<file path="src/rtl/csr_pkg.sv">
// csr_pkg: shared CSR-unit constants (privilege and csr_op encodings, mstatus layout, masks, FSM states)
package csr_pkg;
    localparam logic [1:0] PRIV_U = 2'b00;
    localparam logic [1:0] PRIV_S = 2'b01;
    localparam logic [1:0] PRIV_M = 2'b11;

    typedef enum logic [1:0] {
        OP_NOP   = 2'b00,
        OP_WRITE = 2'b01,
        OP_SET   = 2'b10,
        OP_CLEAR = 2'b11
    } csr_op_e;

    localparam int B_SIE  = 1;
    localparam int B_MIE  = 3;
    localparam int B_SPIE = 5;
    localparam int B_MPIE = 7;
    localparam int B_SPP  = 8;
    localparam int B_MPRV = 17;
    localparam int B_TSR  = 22;

    // Every software-writable stored bit; TW, XS, UIE, UPIE and SD are never stored.
    localparam logic [31:0] MSTATUS_WMASK = 32'h005E_79AA;
    // Supervisor-only bits: SIE, SPIE, SPP, SUM, MXR, TVM, TSR.
    localparam logic [31:0] MSTATUS_SMASK = 32'h005C_0122;
    localparam logic [31:0] MSTATUS_MPRV  = 32'h0002_0000;
    localparam logic [31:0] MSTATUS_RESET = 32'h0000_1800;

    typedef enum logic {IDLE, APPLY} state_e;
endpackage

</file>
<file path="src/rtl/mstatus_ctrl_if.sv">
// mstatus_ctrl_if: CSR-instruction port of the mstatus block
//   master drives csr_valid/csr_op/csr_wdata; slave returns csr_ready/csr_rdata/csr_done/csr_drop
interface mstatus_ctrl_if;
    logic        csr_valid;
    logic        csr_ready;
    logic [1:0]  csr_op;
    logic [31:0] csr_wdata;
    logic [31:0] csr_rdata;
    logic        csr_done;
    logic        csr_drop;

    modport master (output csr_valid, csr_op, csr_wdata,
                    input  csr_ready, csr_rdata, csr_done, csr_drop);
    modport slave  (input  csr_valid, csr_op, csr_wdata,
                    output csr_ready, csr_rdata, csr_done, csr_drop);
endinterface

</file>
<file path="src/rtl/mstatus_warl.sv">
// mstatus_warl: combinational legaliser turning a proposed status value into a legal one
//   old_i   : current stored value (source for non-writable bits and rejected MPP)
//   prop_i  : proposed value from the CSR instruction
//   legal_o : value to commit
module mstatus_warl
    import csr_pkg::*;
#(
    parameter bit SUPPORT_S = 1'b1,
    parameter bit SUPPORT_U = 1'b1
) (
    input  logic [31:0] old_i,
    input  logic [31:0] prop_i,
    output logic [31:0] legal_o
);
    logic [31:0] wmask;
    logic [1:0]  mpp_p;
    logic        keep_mpp;

    always_comb begin
        wmask    = MSTATUS_WMASK & ~(SUPPORT_S ? 32'h0 : MSTATUS_SMASK)
                                 & ~(SUPPORT_U ? 32'h0 : MSTATUS_MPRV);
        mpp_p    = prop_i[12:11];
        keep_mpp = (mpp_p == 2'b10) || (mpp_p == PRIV_S && !SUPPORT_S)
                || (mpp_p != PRIV_M && !SUPPORT_U);
        legal_o  = (prop_i & wmask) | (old_i & ~wmask);
        legal_o[12:11] = keep_mpp ? old_i[12:11] : mpp_p;
    end
endmodule

</file>
<file path="src/rtl/mstatus_ctrl.sv">
// mstatus_ctrl: mstatus state and privilege owner; applies CSR writes, trap entry, MRET and SRET
//   clk, rst (async, active-low)
//   csr          : CSR-instruction port (slave), 1-cycle capture->commit pipeline
//   trap_take, mret, sret, fs_dirty : event pulses from trap controller / FPU
//   sret_illegal : registered pulse for a rejected SRET
//   priv, mstat  : current privilege and packed mstatus image
module mstatus_ctrl
    import csr_pkg::*;
#(
    parameter bit         SUPPORT_S  = 1'b1,
    parameter bit         SUPPORT_U  = 1'b1,
    parameter logic [1:0] RESET_PRIV = 2'b11
) (
    input  logic                 clk,
    input  logic                 rst,
    mstatus_ctrl_if.slave        csr,
    input  logic                 trap_take,
    input  logic                 mret,
    input  logic                 sret,
    input  logic                 fs_dirty,
    output logic                 sret_illegal,
    output logic [1:0]           priv,
    output logic [31:0]          mstat
);
    state_e      state_q, state_d;
    logic [31:0] st_q, st_d;
    logic [1:0]  priv_q, priv_d;
    logic        done_q, done_d, drop_q, drop_d, ill_q, ill_d;
    logic [1:0]  op_q;
    logic [31:0] wdata_q, rdata_q;
    logic [31:0] prop, legal;
    logic        evt, commit, sret_ok, fs_written;

    mstatus_warl #(.SUPPORT_S(SUPPORT_S), .SUPPORT_U(SUPPORT_U)) u_warl (
        .old_i   (st_q),
        .prop_i  (prop),
        .legal_o (legal)
    );

    always_comb begin
        prop = op_q == OP_WRITE ? wdata_q
             : op_q == OP_SET   ? st_q | wdata_q
             : op_q == OP_CLEAR ? st_q & ~wdata_q
             : st_q;
        evt        = trap_take | mret | sret;
        commit     = state_q == APPLY && !evt;
        sret_ok    = priv_q == PRIV_M || (priv_q == PRIV_S && !st_q[B_TSR]);
        // An explicit FS write in the committing instruction beats the FPU's dirty mark.
        fs_written = op_q == OP_WRITE || (op_q != OP_NOP && |wdata_q[14:13]);
        state_d = (state_q == IDLE && csr.csr_valid) ? APPLY : IDLE;
        st_d    = st_q;
        priv_d  = priv_q;
        done_d  = commit;
        drop_d  = state_q == APPLY && evt;
        ill_d   = 1'b0;
        if (trap_take) begin
            st_d[B_MPIE]  = st_q[B_MIE];
            st_d[B_MIE]   = 1'b0;
            st_d[12:11]   = priv_q;
            priv_d        = PRIV_M;
        end else if (mret) begin
            st_d[B_MIE]   = st_q[B_MPIE];
            st_d[B_MPIE]  = 1'b1;
            priv_d        = st_q[12:11];
            st_d[12:11]   = SUPPORT_U ? PRIV_U : PRIV_M;
            if (st_q[12:11] != PRIV_M) st_d[B_MPRV] = 1'b0;
        end else if (sret) begin
            if (sret_ok) begin
                st_d[B_SIE]   = st_q[B_SPIE];
                st_d[B_SPIE]  = SUPPORT_S;
                priv_d        = {1'b0, st_q[B_SPP]};
                st_d[B_SPP]   = 1'b0;
                st_d[B_MPRV]  = 1'b0;
            end else begin
                ill_d = 1'b1;
            end
        end else if (commit) begin
            st_d = legal;
        end
        if (fs_dirty && !(commit && fs_written)) st_d[14:13] = 2'b11;
    end

    always_ff @(posedge clk or negedge rst) begin
        if (!rst) begin
            state_q <= IDLE;
            st_q    <= MSTATUS_RESET;
            priv_q  <= RESET_PRIV;
            done_q  <= 1'b0;
            drop_q  <= 1'b0;
            ill_q   <= 1'b0;
            op_q    <= 2'b00;
            wdata_q <= 32'h0;
            rdata_q <= 32'h0;
        end else begin
            state_q <= state_d;
            st_q    <= st_d;
            priv_q  <= priv_d;
            done_q  <= done_d;
            drop_q  <= drop_d;
            ill_q   <= ill_d;
            if (state_q == IDLE && csr.csr_valid) begin
                op_q    <= csr.csr_op;
                wdata_q <= csr.csr_wdata;
                rdata_q <= mstat;
            end
        end
    end

    // XS is hardwired 0, so SD only tracks a dirty FS.
    assign mstat         = st_q | {st_q[14:13] == 2'b11, 31'b0};
    assign priv          = priv_q;
    assign sret_illegal  = ill_q;
    assign csr.csr_ready = state_q == IDLE;
    assign csr.csr_rdata = rdata_q;
    assign csr.csr_done  = done_q;
    assign csr.csr_drop  = drop_q;
endmodule

</file>
<file path="src/flat_wrapper.sv">
// flat-port wrapper written by rule: the top's interface ports become plain ports
module mstatus_ctrl_flat import csr_pkg::*;
#(
    parameter bit         SUPPORT_S  = 1'b1,
    parameter bit         SUPPORT_U  = 1'b1,
    parameter logic [1:0] RESET_PRIV = 2'b11
)
  (clk, rst, trap_take, mret, sret, fs_dirty, sret_illegal, priv, mstat, csr_csr_valid, csr_csr_op, csr_csr_wdata, csr_csr_ready, csr_csr_rdata, csr_csr_done, csr_csr_drop);
  mstatus_ctrl_if csr_i ();
  input  logic clk;
  input  logic rst;
  input  logic trap_take;
  input  logic mret;
  input  logic sret;
  input  logic fs_dirty;
  output logic sret_illegal;
  output logic [1:0] priv;
  output logic [31:0] mstat;
  input wire logic [$bits(csr_i.csr_valid)-1:0] csr_csr_valid;
  input wire logic [$bits(csr_i.csr_op)-1:0] csr_csr_op;
  input wire logic [$bits(csr_i.csr_wdata)-1:0] csr_csr_wdata;
  output wire logic [$bits(csr_i.csr_ready)-1:0] csr_csr_ready;
  output wire logic [$bits(csr_i.csr_rdata)-1:0] csr_csr_rdata;
  output wire logic [$bits(csr_i.csr_done)-1:0] csr_csr_done;
  output wire logic [$bits(csr_i.csr_drop)-1:0] csr_csr_drop;
  assign csr_i.csr_valid = csr_csr_valid;
  assign csr_i.csr_op = csr_csr_op;
  assign csr_i.csr_wdata = csr_csr_wdata;
  assign csr_csr_ready = csr_i.csr_ready;
  assign csr_csr_rdata = csr_i.csr_rdata;
  assign csr_csr_done = csr_i.csr_done;
  assign csr_csr_drop = csr_i.csr_drop;
  mstatus_ctrl #(.SUPPORT_S(SUPPORT_S), .SUPPORT_U(SUPPORT_U), .RESET_PRIV(RESET_PRIV)) u_core (.clk(clk), .rst(rst), .csr(csr_i), .trap_take(trap_take), .mret(mret), .sret(sret), .fs_dirty(fs_dirty), .sret_illegal(sret_illegal), .priv(priv), .mstat(mstat));
endmodule
</file>
<file path="config.mk">
export PLATFORM = sky130hd
export DESIGN_NAME = mstatus_ctrl_flat
export DESIGN_NICKNAME = d
export VERILOG_FILES = /design/src/rtl/csr_pkg.sv /design/src/rtl/mstatus_ctrl_if.sv /design/src/rtl/mstatus_warl.sv /design/src/rtl/mstatus_ctrl.sv /design/src/flat_wrapper.sv
export SDC_FILE = /design/constraint.sdc
export NUM_CORES = 1
export LEC_CHECK = 0
export ABC_AREA = 0
export CAP_MARGIN = 0
export CORE_MARGIN = 4
export CORE_UTILIZATION = 38
export DETAILED_ROUTE_END_ITERATION = 8
export HOLD_SLACK_MARGIN = 0.1
export PLACE_DENSITY = 0.8
export SETUP_SLACK_MARGIN = 0.5
export SLEW_MARGIN = 10
export SYNTH_ARGS = -nofsm -noshare
export SYNTH_HDL_FRONTEND = slang
export SYNTH_SLANG_ARGS = --single-unit
</file>
<file path="constraint.sdc">
create_clock -name clk -period 1.8 [get_ports clk]
set_input_delay 0.36 -clock clk [delete_from_list [all_inputs] [get_ports clk]]
set_output_delay 0.36 -clock clk [all_outputs]
set_load 0.02 [all_outputs]
</file>
==> out/summary.txt <==
outcome - completed
final wirelength - 8560 µm
Setup Viol. Count Final - 0
syn avg cell area - 10.2 µm²
P_leak - 1.97 nW
Req. time, crit path - 2.04 ns
Syn Std Cell Area - 0.00261 mm²
nets - 421
Yosys reg bits - 51
Num CTS Buffers - 5
clk_lat worst skew - 0.31 ns
DRC Markers - 0
placed cell area - 0.00336 mm²
most common cell after layout, fill and taps aside - dfrtp_1
maximum capacitance violations - 0
Placer Congestion - 0.819
via count - 2378
worst flop-to-flop path endpoint - u_core.st_q[12]
remaining global-route overflow - 0
Total GRT Usage - 19.5%
CP max FO - 5
Synthesis Warnings - 0
DRT Pass-1 Iters - 4
site row count - 29
n_diodes - 0
vias in the first global route - 2475
pre-CTS WS - -0.372 ns
Max Root-Sink Buffers - 2
Seq pwr share - 41.9%
TritonCTS clock tree - built
clock period minus worst slack - 1.71 ns
unrepaired setup endpoints after global routing - yes
largest net degree at the start of global routing - 52
crit path launch - u_core.op_q[1]
Wirelength per Cell - 18.8 µm
H-tree depth - 2
Iteration-0 DRC Markers - 209
FF-to-FF setup slack - 0.09 ns
Logic pwr share - 38.9%
first-pass GRT wire length - 12800 µm
setup ws final - 0.0850 ns
critical path endpoint category - register
area grow syn2layout - 59.7%
Final Core Density - 64.2%
net switching power - 0.00123 W
final instance area - 0.00417 mm²
port buffer count - 58
hold_ws - 0.494 ns
Yosys cell types - 40
Clock Sinks - 51
die width - 90.9 µm
fmax - 583 MHz
clock-pin slew on the worst setup and hold paths - 0.09 ns
antenna violations before repair - 0
Root Driver - clkbuf_8
skew final - 0.00780 ns
I/O Pins - 111
Startpoint Class - register
most frequent cells in the layout - dfrtp_1 (45), conb_1 (34), buf_6 (34), buf_4 (29), buf_2 (27)
post-detail-place hpwl - 4580 µm
Worst Reg-to-Reg Cells - 6
Core Area - 0.00649 mm²
Final ANT Viol Nets - 0
Seq/Total Area, Yosys - 49.1%
initial core utilization - 40.2%
PwrDens - 834 mW/mm²
design internal power - 0.00224 W
layout cells sized above 1 - 50.7%
vias per inst - 5.24
Final Hold Fails - 0
CP Class - register to register
Clk network pwr share - 19.2%
Data arrival, critical path - 1.96 ns
Net Sw Frac - 35.4%
die footprint - 0.00826 mm²
crit share post-route - 95.3%
Pwr Total - 0.00347 W
Synth Instances - 255
maximum vdd drop - 0.000332 V
Worst setup endpoint - u_core.st_q[12]
worst flop-to-flop path startpoint - u_core.op_q[1]
Slew Limit Fails - 0
Die Span Y - 90.9 µm
HP Class - primary input to register
power by group through the flow:
stage | Sequential [W] | Combinational, W | Clock [W]
4_1_cts | 0.00144 | 0.00117 | 0.000663
3_3_place_gp | 0.00146 | 0.000970 | 0
5_1_grt | 0.00148 | 0.00143 | 0.000719
3_5_place_dp | 0.00147 | 0.000993 | 0
6_report | 0.00145 | 0.00135 | 0.000667
2_1_floorplan | 0.00158 | 0.000500 | 0
state kept, by name (all words and copies together), names as in the netlist:
signal,count
u_core.csr.csr_rdata,15
u_core.wdata_q,14
u_core.sret_illegal,1
u_core.state_q,1
u_core.op_q,2
u_core.st_q,14
u_core.csr.csr_done,1
u_core.csr.csr_drop,1
u_core.priv,2
worst min path at each step:
stage	startpoint	end	slack (ns)	cells past startpoint
floorplan	rst	u_core.csr.csr_done	0.06	0
global placement	rst	u_core.csr.csr_rdata[3]	0.37	2
detailed placement	rst	u_core.st_q[7]	0.37	2
CTS	u_core.wdata_q[22]	u_core.st_q[22]	0.50	1
global route	mret	u_core.priv[1]	0.52	3
finish	mret	u_core.priv[1]	0.49	3
per-layer routing:
layer	wire length, µm	up-vias	part of all wire [%]	track usage [%]
met4	223	0	2.6	9.30
met1	3490	1172	41	23.7
met2	4230	134	49	31.9
li1	-	1052	-	-
met3	609	20	7.1	5.33
met5	0	-	0	0
stage by stage:
step / setup TNS [ns] / instances
2_1_floorplan: 0 / 288
3_3_place_gp: -2.29 / 399
3_5_place_dp: -2.63 / 399
4_1_cts: 0 / 444
5_1_grt: 0 / 454
6_report: 0 / 454
area by class of cell:
class	count	area, µm²
clock buffer	5	68.8
clock inverter	3	15.0
fill	472	2330
inverter	17	83.8
multi-input combinational	176	1390
sequential	51	1280
tap	77	96.3
timing repair buffer	125	1230
worst max-delay path: stages, from the launching register on:
cell and delay (ns):
dfrtp_2 0.46, inv_4 0.07, ha_4 0.18, or2_4 0.28, a221o_1 0.35, a22o_1 0.20, o31a_1 0.10
synth_stat cells:
cell type  count  area, µm²
nand2b_1       1       6.26
nor3_1         2       10.0
buf_2          3       15.0
or4b_4         1       13.8
a221o_1        1       10.0
dfstp_2        4        105
a221oi_1       1       8.76
a22o_1         6       52.6
and2_1         2       12.5
o31ai_1        1       7.51
or2_2          2       12.5
clkinv_4       1       8.76
dfrtp_1       47       1180
o21ai_2        1       8.76
nor2_1         7       26.3
a21oi_4        1       16.3
a31oi_1        1       6.26
buf_4         34        255
inv_1         16       60.1
o22ai_1        1       6.26
nand3b_1       1       7.51
clkbuf_1       7       26.3
o211ai_1       2       15.0
a211o_1        2       17.5
and3_1         1       6.26
conb_1         1       3.75
a2bb2oi_1      1       8.76
mux2i_1        1       10.0
o21ai_0       24        120
a32oi_1        2       17.5
nor2b_1        4       25.0
ha_1           4       50.1
a21oi_1       20        100
o31a_1         1       8.76
buf_6          1       11.3
nand2_1       22       82.6
mux2_2        20        225
mux2_1         2       22.5
or3_1          3       18.8
nand3_1        3       15.0
cells by family (layout without fill, tap and decap cells):
kind of cell,after synthesis,after routing,share of synthesized area [%]
AO/OA/AOI/OAI,65,65,15.5
buffers and inverters,62,150,14.4
flip-flops,51,51,49.1
AND/OR/NAND/NOR,49,50,9.06
multiplexers,23,23,9.88
adder cells (fa/ha/maj),4,4,1.92
other,1,34,0.144
what timing repair did:
item,CTS,global route
pin swaps,25,17
hold buffers,1,0
setup endpoints to repair,73,57
cloned,4,1
resized for setup,213,76
hold endpoints to repair,47,0
buffers inserted,32,9
Power figures use the tool's default switching activity.
